$ cat src/rtl/bin2bcd_seq_pkg.sv
// Shared types and helpers for the sequential binary-to-BCD converter.
package bin2bcd_seq_pkg;

    typedef logic [3:0] bcd_nibble_t;

    localparam bcd_nibble_t ADD3_THRESHOLD = 4'd5;

    // Upper bound on DIGITS supported by the leading-zero helper.
    localparam int MAX_DIGITS = 16;

    typedef enum logic [1:0] {
        ST_IDLE  = 2'd0,
        ST_SHIFT = 2'd1,
        ST_DONE  = 2'd2
    } state_t;

    // Digit idx is a leading zero when it and every digit above it are zero; digit 0 never is.
    function automatic logic is_lead_zero(input logic [4*MAX_DIGITS-1:0] bcd,
                                          input int idx,
                                          input int digits);
        logic all_zero;
        all_zero = (idx != 0);
        for (int i = 0; i < MAX_DIGITS; i++) begin
            if ((i >= idx) && (i < digits)) begin
                all_zero = all_zero & (bcd[4*i +: 4] == 4'd0);
            end else begin
                all_zero = all_zero;
            end
        end
        return all_zero;
    endfunction

endpackage

$ cat src/rtl/bin2bcd_seq_bcd_add3.sv
// Per-digit shift-add-3 corrector: adds 3 to a BCD digit of 5 or more.
module bin2bcd_seq_bcd_add3
    import bin2bcd_seq_pkg::*;
(
    input  bcd_nibble_t digit_i,
    output bcd_nibble_t digit_o
);

    // Pre-shift correction so the digit stays valid BCD after doubling.
    always_comb begin
        if (digit_i >= ADD3_THRESHOLD) begin
            digit_o = digit_i + 4'd3;
        end else begin
            digit_o = digit_i;
        end
    end

endmodule

$ cat src/rtl/bin2bcd_seq.sv
// Sequential binary-to-BCD converter (shift-add-3, one bit per clock) with
// registered digits, leading-zero blank flags and overflow flag.
module bin2bcd_seq
    import bin2bcd_seq_pkg::*;
#(
    parameter int WIDTH  = 8,
    parameter int DIGITS = 3
) (
    input  logic                  clk_i,
    input  logic                  rst_i,
    input  logic                  start_i,
    input  logic [WIDTH-1:0]      bin_i,
    output logic                  busy_o,
    output logic                  done_o,
    output logic [4*DIGITS-1:0]   bcd_o,
    output logic [DIGITS-1:0]     blank_o,
    output logic                  ovf_o
);

    localparam int                CNT_W     = $clog2(WIDTH + 1);
    localparam logic [CNT_W-1:0]  LAST_CNT  = CNT_W'(WIDTH - 1);
    localparam logic [DIGITS-1:0] BLANK_RST = ~(DIGITS'(1'b1));

    state_t                  state_q;
    logic [WIDTH-1:0]        bin_q;
    logic [4*DIGITS-1:0]     digits_q;
    logic [4*DIGITS-1:0]     digits_adj_s;
    logic [4*DIGITS-1:0]     digits_d;
    logic                    ovf_acc_q;
    logic                    ovf_acc_d;
    logic [CNT_W-1:0]        count_q;
    logic [4*MAX_DIGITS-1:0] digits_ext_s;
    logic [DIGITS-1:0]       blank_d;

    for (genvar g = 0; g < DIGITS; g++) begin : g_add3
        bin2bcd_seq_bcd_add3 u_add3 (
            .digit_i (digits_q[4*g +: 4]),
            .digit_o (digits_adj_s[4*g +: 4])
        );
    end

    // Shift step of {overflow, digits, binary}; the bit leaving the top digit sticks in overflow.
    always_comb begin
        digits_d  = {digits_adj_s[4*DIGITS-2:0], bin_q[WIDTH-1]};
        ovf_acc_d = ovf_acc_q | digits_adj_s[4*DIGITS-1];
        digits_ext_s = '0;
        digits_ext_s[4*DIGITS-1:0] = digits_q;
        blank_d = '0;
        for (int i = 0; i < DIGITS; i++) begin
            blank_d[i] = is_lead_zero(digits_ext_s, i, DIGITS);
        end
    end

    // Conversion FSM; display outputs only move on the done cycle.
    always_ff @(posedge clk_i or posedge rst_i) begin
        if (rst_i) begin
            state_q   <= ST_IDLE;
            bin_q     <= '0;
            digits_q  <= '0;
            ovf_acc_q <= 1'b0;
            count_q   <= '0;
            busy_o    <= 1'b0;
            done_o    <= 1'b0;
            bcd_o     <= '0;
            blank_o   <= BLANK_RST;
            ovf_o     <= 1'b0;
        end else begin
            done_o <= 1'b0;
            case (state_q)
                ST_IDLE: begin
                    if (start_i) begin
                        bin_q     <= bin_i;
                        digits_q  <= '0;
                        ovf_acc_q <= 1'b0;
                        count_q   <= '0;
                        busy_o    <= 1'b1;
                        state_q   <= ST_SHIFT;
                    end else begin
                        state_q   <= ST_IDLE;
                    end
                end
                ST_SHIFT: begin
                    digits_q  <= digits_d;
                    bin_q     <= bin_q << 1;
                    ovf_acc_q <= ovf_acc_d;
                    count_q   <= count_q + CNT_W'(1);
                    if (count_q == LAST_CNT) begin
                        state_q <= ST_DONE;
                    end else begin
                        state_q <= ST_SHIFT;
                    end
                end
                ST_DONE: begin
                    bcd_o   <= digits_q;
                    ovf_o   <= ovf_acc_q;
                    blank_o <= blank_d;
                    done_o  <= 1'b1;
                    busy_o  <= 1'b0;
                    state_q <= ST_IDLE;
                end
                default: begin
                    busy_o  <= 1'b0;
                    state_q <= ST_IDLE;
                end
            endcase
        end
    end

endmodule

$ cat config.mk
export PLATFORM = sky130hd
export DESIGN_NAME = bin2bcd_seq
export DESIGN_NICKNAME = d
export VERILOG_FILES = /design/src/rtl/bin2bcd_seq_pkg.sv /design/src/rtl/bin2bcd_seq_bcd_add3.sv /design/src/rtl/bin2bcd_seq.sv
export SDC_FILE = /design/constraint.sdc
export NUM_CORES = 1
export LEC_CHECK = 0
export CAP_MARGIN = 10
export CORE_MARGIN = 2
export CORE_UTILIZATION = 48
export CTS_CLUSTER_DIAMETER = 200
export DETAILED_ROUTE_END_ITERATION = 7
export PLACE_DENSITY_LB_ADDON = 0.15
export RECOVER_POWER = 25
export REMOVE_ABC_BUFFERS = 1
export SETUP_SLACK_MARGIN = 0.4
export SLEW_MARGIN = 20
export SYNTH_ARGS = -nofsm -noshare
export SYNTH_HDL_FRONTEND = slang
export SYNTH_SLANG_ARGS = --single-unit
$ cat constraint.sdc
create_clock -name clk_i -period 1.7 [get_ports clk_i]
set_clock_uncertainty 0.2 [all_clocks]
set_input_delay 0.425 -clock clk_i [delete_from_list [all_inputs] [get_ports clk_i]]
set_output_delay 0.425 -clock clk_i [all_outputs]
set_load 0.005 [all_outputs]
==> impl_metrics.env <==
export IMPL_cts_buffers=5
export IMPL_synth_main_ff_cell="dfrtp_1"
export IMPL_crit_fanout=7
export IMPL_ios=29
export IMPL_hold_path_class="register to register"
export IMPL_htreeDepth=2
export IMPL_use_met3_pct=5.519
export IMPL_fin_setup_tns_ns=0
export IMPL_drc_errors=0
export IMPL_power_density_nw_per_um2=1751
export IMPL_r2r_start="digits_q[6]$_DFFE_PP0P_"
export IMPL_path_cells="o21ai_1 -> nor3b_2 -> a21oi_1 -> o21ai_1"
export IMPL_syn_instance_count=190
export IMPL_cp_start_kind="register"
export IMPL_fmax_ghz=0.6307
export IMPL_busiest_layer="met2"
export IMPL_overflow=0
export IMPL_finalCriticalPeriod_ns=1.586
export IMPL_fp_dieArea_sq_um=4747
export IMPL_avgSynthCellArea_sq_um=10.64
export IMPL_n_fill_cell=226
export IMPL_hold_buffers=0
export IMPL_die_h_um=68.90
export IMPL_post_synth_num_cell_types=31
export IMPL_insertion_delay_ns=0.30
export IMPL_syn_area_sq_um=2022
export IMPL_hold_path_startpoint="blank_o[2]$_DFFE_PP1P_"
export IMPL_antenna_found_initial=0
export IMPL_ys_warnings_count=0
export IMPL_vias=1863
export IMPL_finalHoldViolations=0
export IMPL_slowest_delay_ns=0.59
export IMPL_crit_top_cell="o21ai_1"
export IMPL_slew_viol_final=0
export IMPL_row_count=23
export IMPL_crit_type="register to register"
export IMPL_area_growth_pct=62.69
export IMPL_cp_startpoint="digits_q[6]$_DFFE_PP0P_"
export IMPL_synth_edf_count=0
export IMPL_cts_buffer_depth=2
export IMPL_gp_congestion=0.7888
export IMPL_maxCapViolCount=0
export IMPL_rsz0062_at_grt="true"
export IMPL_die_x_um=68.90
export IMPL_grt_pass1_wl_mm=8.880
export IMPL_wl_per_cell_um=18.90
export IMPL_ys_ff_latch=44
export IMPL_tritoncts="yes"
export IMPL_setup_viol=0
export IMPL_clockRootBuffer="clkbuf_8"
export IMPL_nets=298
export IMPL_dpl_hpwl_mm=2.809
export IMPL_ant_nets=0
export IMPL_cts_clk_slew_worst_paths_ns=0.08
export IMPL_port_buffers=27
export IMPL_first_pass_iters=4
export IMPL_final_util_pct=81.65
export IMPL_start_util_pct=50.19
export IMPL_clock_sinks=44
export IMPL_slew_headroom_pct=60.50
export IMPL_grtUsageMet1_pct=31.72
export IMPL_peakVddDrop_v=0.001109
export IMPL_crit_slowest_cell="dfrtp_1"
export IMPL_worst_slew_pin_transition_ns=0.5925
export IMPL_crit_arrival_ns=1.60
export IMPL_end_kind="register"
export IMPL_required_ns=1.72
export IMPL_layout_drive_gt1_share_pct=58.57
export IMPL_run_status="finished clean"
export IMPL_coreArea_sq_um=4029
export IMPL_antenna_cells=0
export IMPL_routed_wl_mm=6.237
export IMPL_finalCritPeriodShare_pct=93.27
export IMPL_grt_usage_pct=26.03
export IMPL_drtIter0Drc=122
export IMPL_grt_pass1_vias=1832
export IMPL_synth_seq_area_share_pct=54.58
export IMPL_p_leak_nw=1.586
export IMPL_async_flop_share_pct=100.0
export IMPL_use_met2_pct=45.43
export IMPL_grt_max_degree=45
export IMPL_via_per_inst=5.645
[critical path, delay by kind of cell (launching register included)]
family          cells  cell delay, ns
flops               1            0.59
compound gates      3            0.48
simple gates        1            0.24
[placed cells by master, fill, tap and decap left out, types with 2 or more instances in the layout]
cell / netlist / final
buf_2: 6 / 17
nand2b_4: 0 / 5
a21oi_4: 0 / 3
nand3_1: 4 / 4
dfrtp_2: 0 / 3
inv_2: 0 / 6
mux2i_1: 3 / 3
nand2_4: 0 / 3
o21ai_1: 0 / 16
nor3b_4: 0 / 2
mux2_4: 4 / 7
nor3_2: 0 / 3
buf_6: 2 / 20
nand2_2: 0 / 9
nor2_1: 5 / 3
ha_1: 8 / 2
clkdlybuf4s50_1: 0 / 8
ha_4: 0 / 5
buf_4: 1 / 40
xnor2_1: 3 / 3
a22oi_2: 0 / 6
a22o_1: 7 / 7
a21oi_2: 0 / 2
dfstp_2: 2 / 2
nand2_1: 25 / 13
o21ai_2: 1 / 12
dfrtp_1: 42 / 39
clkbuf_8: 0 / 5
inv_1: 10 / 3
nor2_4: 0 / 2
buf_16: 0 / 3
clkbuf_1: 1 / 3
[report_power, final]
| part | internal, W | switching, W | total (W) |
|---|---|---|---|
| clock | 0.000293 | 0.000347 | 0.000640 |
| combinational | 0.00179 | 0.00143 | 0.00322 |
| sequential | 0.00145 | 0.000447 | 0.00190 |
[synthesized netlist by cell type, drive strengths merged (5+ instances only)]
master	n	area share (%)
a21oi	6	1.5
a22o	7	3.0
a22oi	7	2.6
buf	9	3.0
dfrtp	42	52
ha	8	5.0
inv	10	1.9
mux2	7	4.6
nand2	25	4.6
nand2b	5	1.5
nor2	6	1.2
o21ai	30	7.6
[per-layer routing]
layer  vias up  part of all wire, %
met5         -                    0
met4         0                  3.9
met3        22                  4.1
met2        64                   53
met1       938                   39
li1        839                    -
[timing repair]
action / CTS / global route
pin swaps: 34 / 21
gates cloned: 4 / 0
endpoints found under the setup margin: 58 / 59
gates resized for setup: 164 / 45
setup buffers: 35 / 12
[cells by family (layout without fill, tap and decap cells)]
| logic type | after synthesis | in the layout | share of synthesized area (%) |
|---|---|---|---|
| mux | 10 | 10 | 6.126 |
| compound gates | 53 | 53 | 15.97 |
| other cells | 1 | 1 | 0.1855 |
| xor+xnor | 3 | 3 | 1.300 |
| flops | 44 | 44 | 54.58 |
| fa+ha+maj | 8 | 8 | 4.951 |
| buf+inv | 20 | 110 | 5.013 |
| simple gates | 51 | 51 | 11.88 |
[flip-flops by register name (all words and copies together), names as in the netlist, 2 cells and up]
name / flops
bcd_o: 12
bin_q: 8
blank_o: 2
count_q: 4
digits_q: 12
state_q: 2
[final cells by class]
cell class	count	area, sq um	area share, %
sequential	44	1107	33.66
multi-input combinational	126	1180	35.87
clock buffer	8	80.08	2.434
tap	50	62.56	1.902
timing repair buffer	92	819.5	24.91
inverter	10	40.04	1.217
[metrics by stage]
step	instances	power, W	area (sq um)	setup WS, ns	hold slack, ns
2_1_floorplan	180	0.002750	1958	-0.1655	0.2507
3_3_place_gp	271	0.003423	2421	-0.006134	0.2609
3_5_place_dp	271	0.003546	2421	-0.08117	0.2732
4_1_cts	318	0.005167	3070	0.1377	0.2852
5_1_grt	330	0.006079	3289	0.08842	0.3238
6_report	330	0.005761	3289	0.1145	0.2913
[path summary, 6_finish.rpt]
path / cells after the start / slack (ns) / end
setup / recovery: 4 / 0.11 / digits_q[8]$_DFFE_PP0P_
hold / removal: 2 / 0.29 / blank_o[2]$_DFFE_PP1P_
setup reg to reg: 4 / 0.11 / digits_q[8]$_DFFE_PP0P_
hold reg to reg: 2 / 0.29 / blank_o[2]$_DFFE_PP1P_
max in group asynchronous: 3 / 0.30 / count_q[0]$_DFFE_PP0P_
min in group asynchronous: 3 / 0.55 / busy_o$_DFFE_PP0P_
No activity file was read; power rests on OpenSTA's default activity.
